`config.mk`:
```
export PLATFORM = sky130hd
export DESIGN_NAME = fetch_pc
export DESIGN_NICKNAME = d
export VERILOG_FILES = /design/src/rtl/fetch_pc_pkg.sv /design/src/rtl/fetch_pc_npc_sel.sv /design/src/rtl/fetch_pc.sv
export SDC_FILE = /design/constraint.sdc
export NUM_CORES = 1
export LEC_CHECK = 0
export ABC_AREA = 1
export BUFFER_PORTS_ARGS = -buffer_cell sky130_fd_sc_hd__buf_2
export CAP_MARGIN = 25
export CELL_PAD_IN_SITES_DETAIL_PLACEMENT = 1
export CELL_PAD_IN_SITES_GLOBAL_PLACEMENT = 1
export CORE_UTILIZATION = 39
export CTS_BUF_LIST = sky130_fd_sc_hd__clkbuf_4
export CTS_CLUSTER_DIAMETER = 60
export DETAILED_ROUTE_END_ITERATION = 10
export GPL_TIMING_DRIVEN = 0
export PLACE_DENSITY = 0.86
export SKIP_LAST_GASP = 1
export SLEW_MARGIN = 20
export SYNTH_ARGS = -nofsm -noshare
export SYNTH_HDL_FRONTEND = slang
export SYNTH_SLANG_ARGS = --single-unit
```
`constraint.sdc`:
```
create_clock -name iclk -period 3.6 [get_ports iclk]
set_input_delay 0.72 -clock iclk [delete_from_list [all_inputs] [get_ports iclk]]
set_output_delay 0.72 -clock iclk [all_outputs]
set_load 0.01 [all_outputs]
```
`src/rtl/fetch_pc_pkg.sv`:
```
// fetch_pc_pkg: comparator bit indices and fetch address-map defaults
package fetch_pc_pkg;
    localparam logic [2:0] CMP_EQUAL  = 3'd0;
    localparam logic [2:0] CMP_NEQUAL = 3'd1;
    localparam logic [2:0] CMP_RSLTZ  = 3'd2;
    localparam logic [2:0] CMP_RSLEZ  = 3'd3;
    localparam logic [2:0] CMP_RSGTZ  = 3'd4;
    localparam logic [2:0] CMP_RSGEZ  = 3'd5;
    localparam logic [31:0] PC_START_DEF = 32'h0000_3000;
    localparam logic [31:0] IM_BASE_DEF  = 32'h0000_3000;
    localparam int IM_WORDS_DEF = 4096;
endpackage

```
`src/rtl/fetch_pc_npc_sel.sv`:
```
// npc_sel: branch/jump target generation and next-PC priority mux
module npc_sel
    import fetch_pc_pkg::*;
(
    input  logic [31:0] pc,
    input  logic [31:0] dPc,
    input  logic [25:0] dInstr,
    input  logic [7:0]  cmp,
    input  logic        brEn,
    input  logic [2:0]  brCond,
    input  logic        jump,
    input  logic        jr,
    input  logic [31:0] ra,
    output logic [31:0] npc
);
    logic [31:0] dSeq;
    logic [31:0] brTarget;
    logic [31:0] jTarget;
    logic        taken;
    assign dSeq     = dPc + 32'd4;
    assign brTarget = dSeq + {{14{dInstr[15]}}, dInstr[15:0], 2'b00};
    assign jTarget  = {dSeq[31:28], dInstr, 2'b00};
    // conditions 6 and 7 name no comparator result, so they never branch
    assign taken    = brEn && (brCond <= CMP_RSGEZ) && cmp[brCond];
    assign npc      = jr ? ra : jump ? jTarget : taken ? brTarget : pc + 32'd4;
endmodule

```
`src/rtl/fetch_pc.sv`:
```
// fetch_pc: F-stage PC register and F/D pipeline register with delay slot
module fetch_pc
    import fetch_pc_pkg::*;
#(
    parameter logic [31:0] PC_START = PC_START_DEF,
    parameter logic [31:0] IM_BASE  = IM_BASE_DEF,
    parameter int          IM_WORDS = IM_WORDS_DEF
) (
    input  logic        iclk,
    input  logic        ireset_n,
    input  logic        istall,
    input  logic [31:0] iinstr,
    input  logic [7:0]  icmp,
    input  logic        ibr_en,
    input  logic [2:0]  ibr_cond,
    input  logic        ijump,
    input  logic        ijr,
    input  logic [31:0] ira,
    output logic [31:0] opc,
    output logic [31:0] oD_instr,
    output logic [31:0] oD_pc,
    output logic [31:0] oD_pc8,
    output logic        oD_valid,
    output logic        oadel
);
    localparam logic [31:0] IM_LAST = IM_BASE + 32'(4 * IM_WORDS) - 32'd4;
    logic [31:0] npc;
    npc_sel uNpcSel (
        .pc(opc), .dPc(oD_pc), .dInstr(oD_instr[25:0]), .cmp(icmp),
        .brEn(ibr_en), .brCond(ibr_cond), .jump(ijump), .jr(ijr),
        .ra(ira), .npc(npc)
    );
    assign oadel  = (opc[1:0] != 2'b00) || (opc < IM_BASE) || (opc > IM_LAST);
    assign oD_pc8 = oD_pc + 32'd8;
    // an illegal fetch enters D as a bubble; the PC keeps advancing
    always_ff @(posedge iclk or negedge ireset_n) begin
        if (!ireset_n) begin
            opc      <= PC_START;
            oD_instr <= 32'h0;
            oD_pc    <= 32'h0;
            oD_valid <= 1'b0;
        end else if (!istall) begin
            opc      <= npc;
            oD_instr <= oadel ? 32'h0 : iinstr;
            oD_pc    <= opc;
            oD_valid <= !oadel;
        end
    end
endmodule

```
# After elaboration in Yosys (flattened, before gate mapping)
# Index checks and enable logic that the tools add are counted.
[word_totals]
output_inout_bits = 130
reg_bits = 97
wordCells = 24
input_bits = 81
[op_classes]
n_mux = 6
magnitude_cmp = 4
reduce_logical = 6
addsub = 4
[ops]
columns = ["operator", "n"]
rows = [
  ["32-bit two-way mux", 4],
  ["32-bit by 3-bit adder with 32-bit output, second input constant", 2],
  ["32-bit adder", 1],
  ["32-bit by 4-bit adder with 32-bit output, second input constant", 1],
  ["32-bit by 15-bit > comparator with 1-bit output, second input constant", 1],
  ["32-bit by 14-bit less-than comparator with 1-bit output, second input constant", 1],
  ["3-bit by 4-bit less-than comparator with 1-bit output, second input constant", 1],
  ["1-bit binary-select mux with 3-bit select", 1],
  ["3-bit <= comparator, second input constant", 1],
  ["1-bit logical AND", 2],
  ["1-bit logical OR", 2],
  ["2-bit nonzero test", 1],
  ["1-bit zero test", 1],
  ["1-bit two-way mux", 1],
]

# Depth between registers and ports, before layout
[logic_depth]
word_depth = 6
depth_mapped = 25
mapped_depth_nobuf = 24

# Hierarchy
# Synthesis repeated with hierarchy kept, for this count alone.
[hier_totals]
hier_cells = 1522
hier_area_um2 = 9421.5
[by_module_without_submodules]
columns = ["module", "area_per_inst_um2", "n_inst", "seq_area_each_um2", "cells_per_inst"]
rows = [
  ["npc_sel", 4743.3, 1, 0.0, 943],
  ["fetch_pc", 4678.2, 1, 2429.8, 579],
]

# Worst setup path before layout
# No wires, ideal clock.
[synth_path]
kind = "reg2reg"
from = "reg oD_pc[4]"
to = "reg opc[24]"
setup_time_ns = 0.117
synth_period_minus_slack_ns = 3.031
required_ns = 3.483
setup_slack_ns = 0.569
arrival_ns = 2.914
path_buffers = 0
path_stages_with_launch = 22
cell_sequence = "dfrtp_1 > ha_1 > nand3_4 > nor2_4 > inv_1 > nor2_2 > nand2_1 > xor2_1 > nand2_1 > o21ai_0 > ha_1 > nand2_1 > nand2_1 > a21oi_1 > inv_1 > a21oi_1 > nand3_1 > or2_1 > nand2_1 > nand2_1 > nand2_1 > nand2_1"
[synth_between]
elab_chain_len = 5
[synth_rtl]
columns = ["item", "line", "text"]
rows = [
  ["start, declared", "fetch_pc.sv:21", "output logic [31:0] oD_pc,"],
  ["start signal, assigned", "fetch_pc.sv:45", "oD_pc <= opc;"],
  ["32-bit by 3-bit adder with 32-bit output", "fetch_pc_npc_sel.sv:20", "assign dSeq = dPc + 32'd4;"],
  ["32-bit adder", "fetch_pc_npc_sel.sv:21", "assign brTarget = dSeq + {{14{dInstr[15]}}, dInstr[15:0], 2'b00};"],
  ["32-bit two-way mux (3 in series)", "fetch_pc_npc_sel.sv:25", "assign npc = jr ? ra : jump ? jTarget : taken ? brTarget : pc + 32'd4;"],
  ["end signal, assigned", "fetch_pc.sv:43", "opc <= npc;"],
  ["end, declared", "fetch_pc.sv:19", "output logic [31:0] opc,"],
]
# No other way between the ends.
# A chain may end at the register's enable or synchronous reset.

# Worst setup path after layout
[layout_path]
from = "reg oD_pc[3]"
to = "reg opc[30]"
[layout_between]
elab_chain_len = 5
[layout_rtl]
columns = ["item", "line"]
rows = [
  ["32-bit by 3-bit adder with 32-bit output *", "fetch_pc_npc_sel.sv:20"],
  ["32-bit adder", "fetch_pc_npc_sel.sv:21"],
  ["32-bit two-way mux", "fetch_pc_npc_sel.sv:25"],
  ["32-bit two-way mux * (2 in series)", "fetch_pc_npc_sel.sv:25"],
]
# Mark *: on every way between the ends. The rest lies on a longest branch, timed or not.

==> impl_metrics.json <==
{
  "firstDrtPassIters": 5,
  "overflow": 0,
  "io_buffers": 206,
  "cts-htree-levels": 3,
  "wl_per_cell_um": 20.66,
  "synth_cell_types": 47,
  "numCtsBuffers": 9,
  "grt_pass1_vias": 9958,
  "hold_violations": 0,
  "ys_ff_latch": 97,
  "avgSynthCellArea_sq_um": 6.642,
  "tightestPinTransition_ns": 0.9355,
  "relSlewSlack_pct": 37.63,
  "num_rows": 53,
  "p_comb_share_pct": 38.0,
  "drc": 0,
  "rsz0062_at_grt": "true",
  "antenna_found_initial": 1,
  "ant_nets": 0,
  "core_sq_mm": 0.02122,
  "yosysWarnings": 0,
  "synthMostInstantiatedCell": "nand2_1",
  "yosys-top-cells-area": "dfrtp_1 28%, nand2_1 15%, inv_1 7.7%",
  "grt_pass1_wl_um": 55800,
  "cellPowerDensity_mw_per_mm2": 307.3,
  "crit_top_cell": "nand2_1",
  "path_clk_slew_ns": 0.18,
  "vias": 9871,
  "cpLargestDelayFamily": "simple AND/OR/NAND/NOR gates",
  "p_leak_nw": 5.494,
  "dieWidth_um": 150.0,
  "slowest_stage": "dfrtp_2",
  "gp_congestion": 0.9783,
  "use_met2_pct": 57.85,
  "status": "completed",
  "p_switching_mw": 1.379,
  "start_util_pct": 40.25,
  "die_area_sq_mm": 0.02250,
  "synth-edff-count": 0,
  "synthesis.area_sq_mm": 0.008542,
  "fin_crit_ns": 3.513,
  "swShare_pct": 42.95,
  "cp_cell_sequence": "ha_4 -> nand3_4 -> nor2_4 -> nand2_2 -> nor2_1 -> nand2_1 -> xor2_2 -> ha_1 -> inv_1 -> nor3_1 -> nand2_1 -> nor2_1 -> nor2_1 -> nand2_1 -> nand2_1 -> nand3_1 -> nand2_1 -> nand2_1 -> nand2_1",
  "start_kind": "register",
  "drt_wl_total_um": 37150,
  "ys.flop_type": "dfrtp_1",
  "grt.met1_usage_pct": 41.92,
  "critPathMaxFanout": 5,
  "syn2layout_area_growth_pct": 22.34,
  "grt_busiest_layer": "met2",
  "dpl.hpwl_um": 30670,
  "fin_crit_sh_pct": 97.58,
  "seq_area_frac_synth_pct": 28.45,
  "cp.arrival_ns": 3.89,
  "seq_power_share_pct": 42.3,
  "globalRouteMet3Util_pct": 3.506,
  "globalRouteTotalUtil_pct": 33.23,
  "cts_max_path_buffers": 2,
  "fin_util_pct": 49.25,
  "syn_inst": 1286,
  "die_h_um": 150.0,
  "cts_tree": "done",
  "n_fill_cell": 2918,
  "drive_above_1_share_pct": 24.38,
  "cp_num_buf_inv": 1,
  "setup_ws_ns": 0.08715,
  "grt_max_degree": 75,
  "viasPerCell": 5.490,
  "worst_hold_slack_ns": 0.06045,
  "setup-tns-final_ns": 0,
  "synth_area_leader_cell": "dfrtp_1",
  "critPathMaxStageDelay_ns": 0.47,
  "setup_viol": 0,
  "p_int_mw": 1.832,
  "fin_nets": 1635,
  "cts_sinks": 97,
  "path_class": "reg2reg",
  "io_pins": 211,
  "post_dp_cell_area_sq_mm": 0.009951,
  "skew_ns": 0.02527,
  "async_flop_share_pct": 100.0,
  "clockPowerShare_pct": 19.7,
  "cp.required_ns": 3.98,
  "cts-root-buf": "clkbuf_4",
  "syn-num-nets": 1404,
  "fin_area_sq_mm": 0.01045,
  "maxCapViolations": 0,
  "hp-class": "in2async",
  "clk_latency_ns": 0.48,
  "synth_top_area_share_pct": 27.83,
  "drv_slew": 0,
  "irDropWorstVdd_mv": 0.1963,
  "place_ws_ns": -0.4816,
  "synth_commonest_cells": "338 x nand2_1, 176 x inv_1, 102 x nor2_1, 97 x o21ai_0, 95 x dfrtp_1",
  "max_freq_mhz": 284.7,
  "drt_iter0_drc": 534,
  "end_kind": "register"
}
[routing by layer]
metal | share of wire [%] | up-vias | wire length [um]
met4 | 4.0 | 0 | 1501
li1 | - | 4605 | -
met2 | 48 | 367 | 18020
met3 | 5.8 | 76 | 2161
met1 | 42 | 4823 | 15470
met5 | 0 | - | 0
[state kept, by name, summed over array words and instances (netlist names)]
signal,count
oD_valid,1
opc,32
oD_instr,32
oD_pc,32
[power groups by stage]
stage / clock [mW] / combinational [mW] / sequential [mW]
6_report: 0.634 / 1.22 / 1.36
5_1_grt: 0.677 / 1.32 / 1.37
4_1_cts: 0.635 / 1.16 / 1.35
3_5_place_dp: 0 / 1.13 / 1.37
3_3_place_gp: 0 / 1.10 / 1.36
2_1_floorplan: 0 / 0.625 / 1.36
[worst paths after layout]
kind / startpoint / to / slack, ns / cells after the start
max: oD_pc[3] / opc[30] / 0.09 / 19
min: ireset_n / oD_instr[29] / 0.06 / 1
max reg2reg: oD_pc[3] / opc[30] / 0.09 / 19
min reg2reg: oD_valid / oD_valid / 0.50 / 2
max in group asynchronous: ireset_n / oD_pc[19] / 2.86 / 2
min in group iclk: iinstr[4] / oD_instr[4] / 0.46 / 3
[repair_timing]
action / in CTS / in global routing
resized for setup: 13 / 55
pin swaps: 0 / 9
hold buffers: 0 / 0
buffers inserted: 3 / 10
setup endpoints to repair: 15 / 14
[worst reg2reg max path: stages, from the launching register on]
cell and delay (ns):
dfrtp_2 0.47, ha_4 0.20, nand3_4 0.13, nor2_4 0.18, nand2_2 0.12, nor2_1 0.34, nand2_1 0.16, xor2_2 0.20
ha_1 0.39, inv_1 0.12, nor3_1 0.28, nand2_1 0.11, nor2_1 0.15, nor2_1 0.07, nand2_1 0.06, nand2_1 0.05
nand3_1 0.16, nand2_1 0.09, nand2_1 0.08, nand2_1 0.05
[kinds of logic (layout without fill, tap and decap cells)]
family                     Yosys count  count (layout)  synth area share (%)
adders and majority gates           37              37                 5.508
and+or+nand+nor                    605             605                 32.02
xor gates and xnor gates            79              79                 8.100
buffers and inverters              229             465                 10.77
DFF                                 97              97                 28.45
AOI/OAI and AO/OA                  238             238                 15.04
muxes                                1               1                0.1172
other                                0               1                     0
[metrics by stage]
stage	cells	total power, mW
final	1798	3.211
after global routing	1798	3.370
after global placement	1767	2.464
after CTS	1787	3.141
after detailed placement	1768	2.503
after floorplan	1286	1.986
[cell type report]
type                            instances  area, sq um  area share [%]
Clock inverter                          7        77.57          0.7423
Sequential cell                        97         2442           23.37
Tap cell                              275        344.1           3.293
Clock buffer                            9        67.56          0.6466
Timing Repair Buffer                  220         1162           11.12
Antenna cell                            1        2.502         0.02395
Buffer                                 45        231.5           2.215
Inverter                              184        690.7           6.609
Multi-Input combinational cell        960         5431           51.98
[cell usage in the layout (no fill, tap or decap), types with 5 or more instances in the layout]
| cell | n |
|---|---|
| xor2_2 | 6 |
| nor2_4 | 8 |
| xnor2_1 | 13 |
| o211ai_1 | 6 |
| dfrtp_2 | 10 |
| nand2_2 | 19 |
| nand3_2 | 6 |
| dfrtp_1 | 85 |
| a21oi_2 | 8 |
| clkbuf_4 | 10 |
| nor2_1 | 92 |
| buf_2 | 215 |
| clkbuf_1 | 25 |
| o21bai_1 | 5 |
| a21oi_1 | 71 |
| nand4_1 | 20 |
| buf_4 | 18 |
| nand3_1 | 59 |
| o21ai_0 | 92 |
| inv_2 | 9 |
| inv_1 | 175 |
| ha_1 | 30 |
| nor3_1 | 25 |
| o22ai_1 | 20 |
| xor2_1 | 60 |
| o21ai_1 | 20 |
| nand2_1 | 331 |
| nor3_2 | 6 |
| nor2_2 | 17 |
No activity file was read; power rests on OpenSTA's default activity.
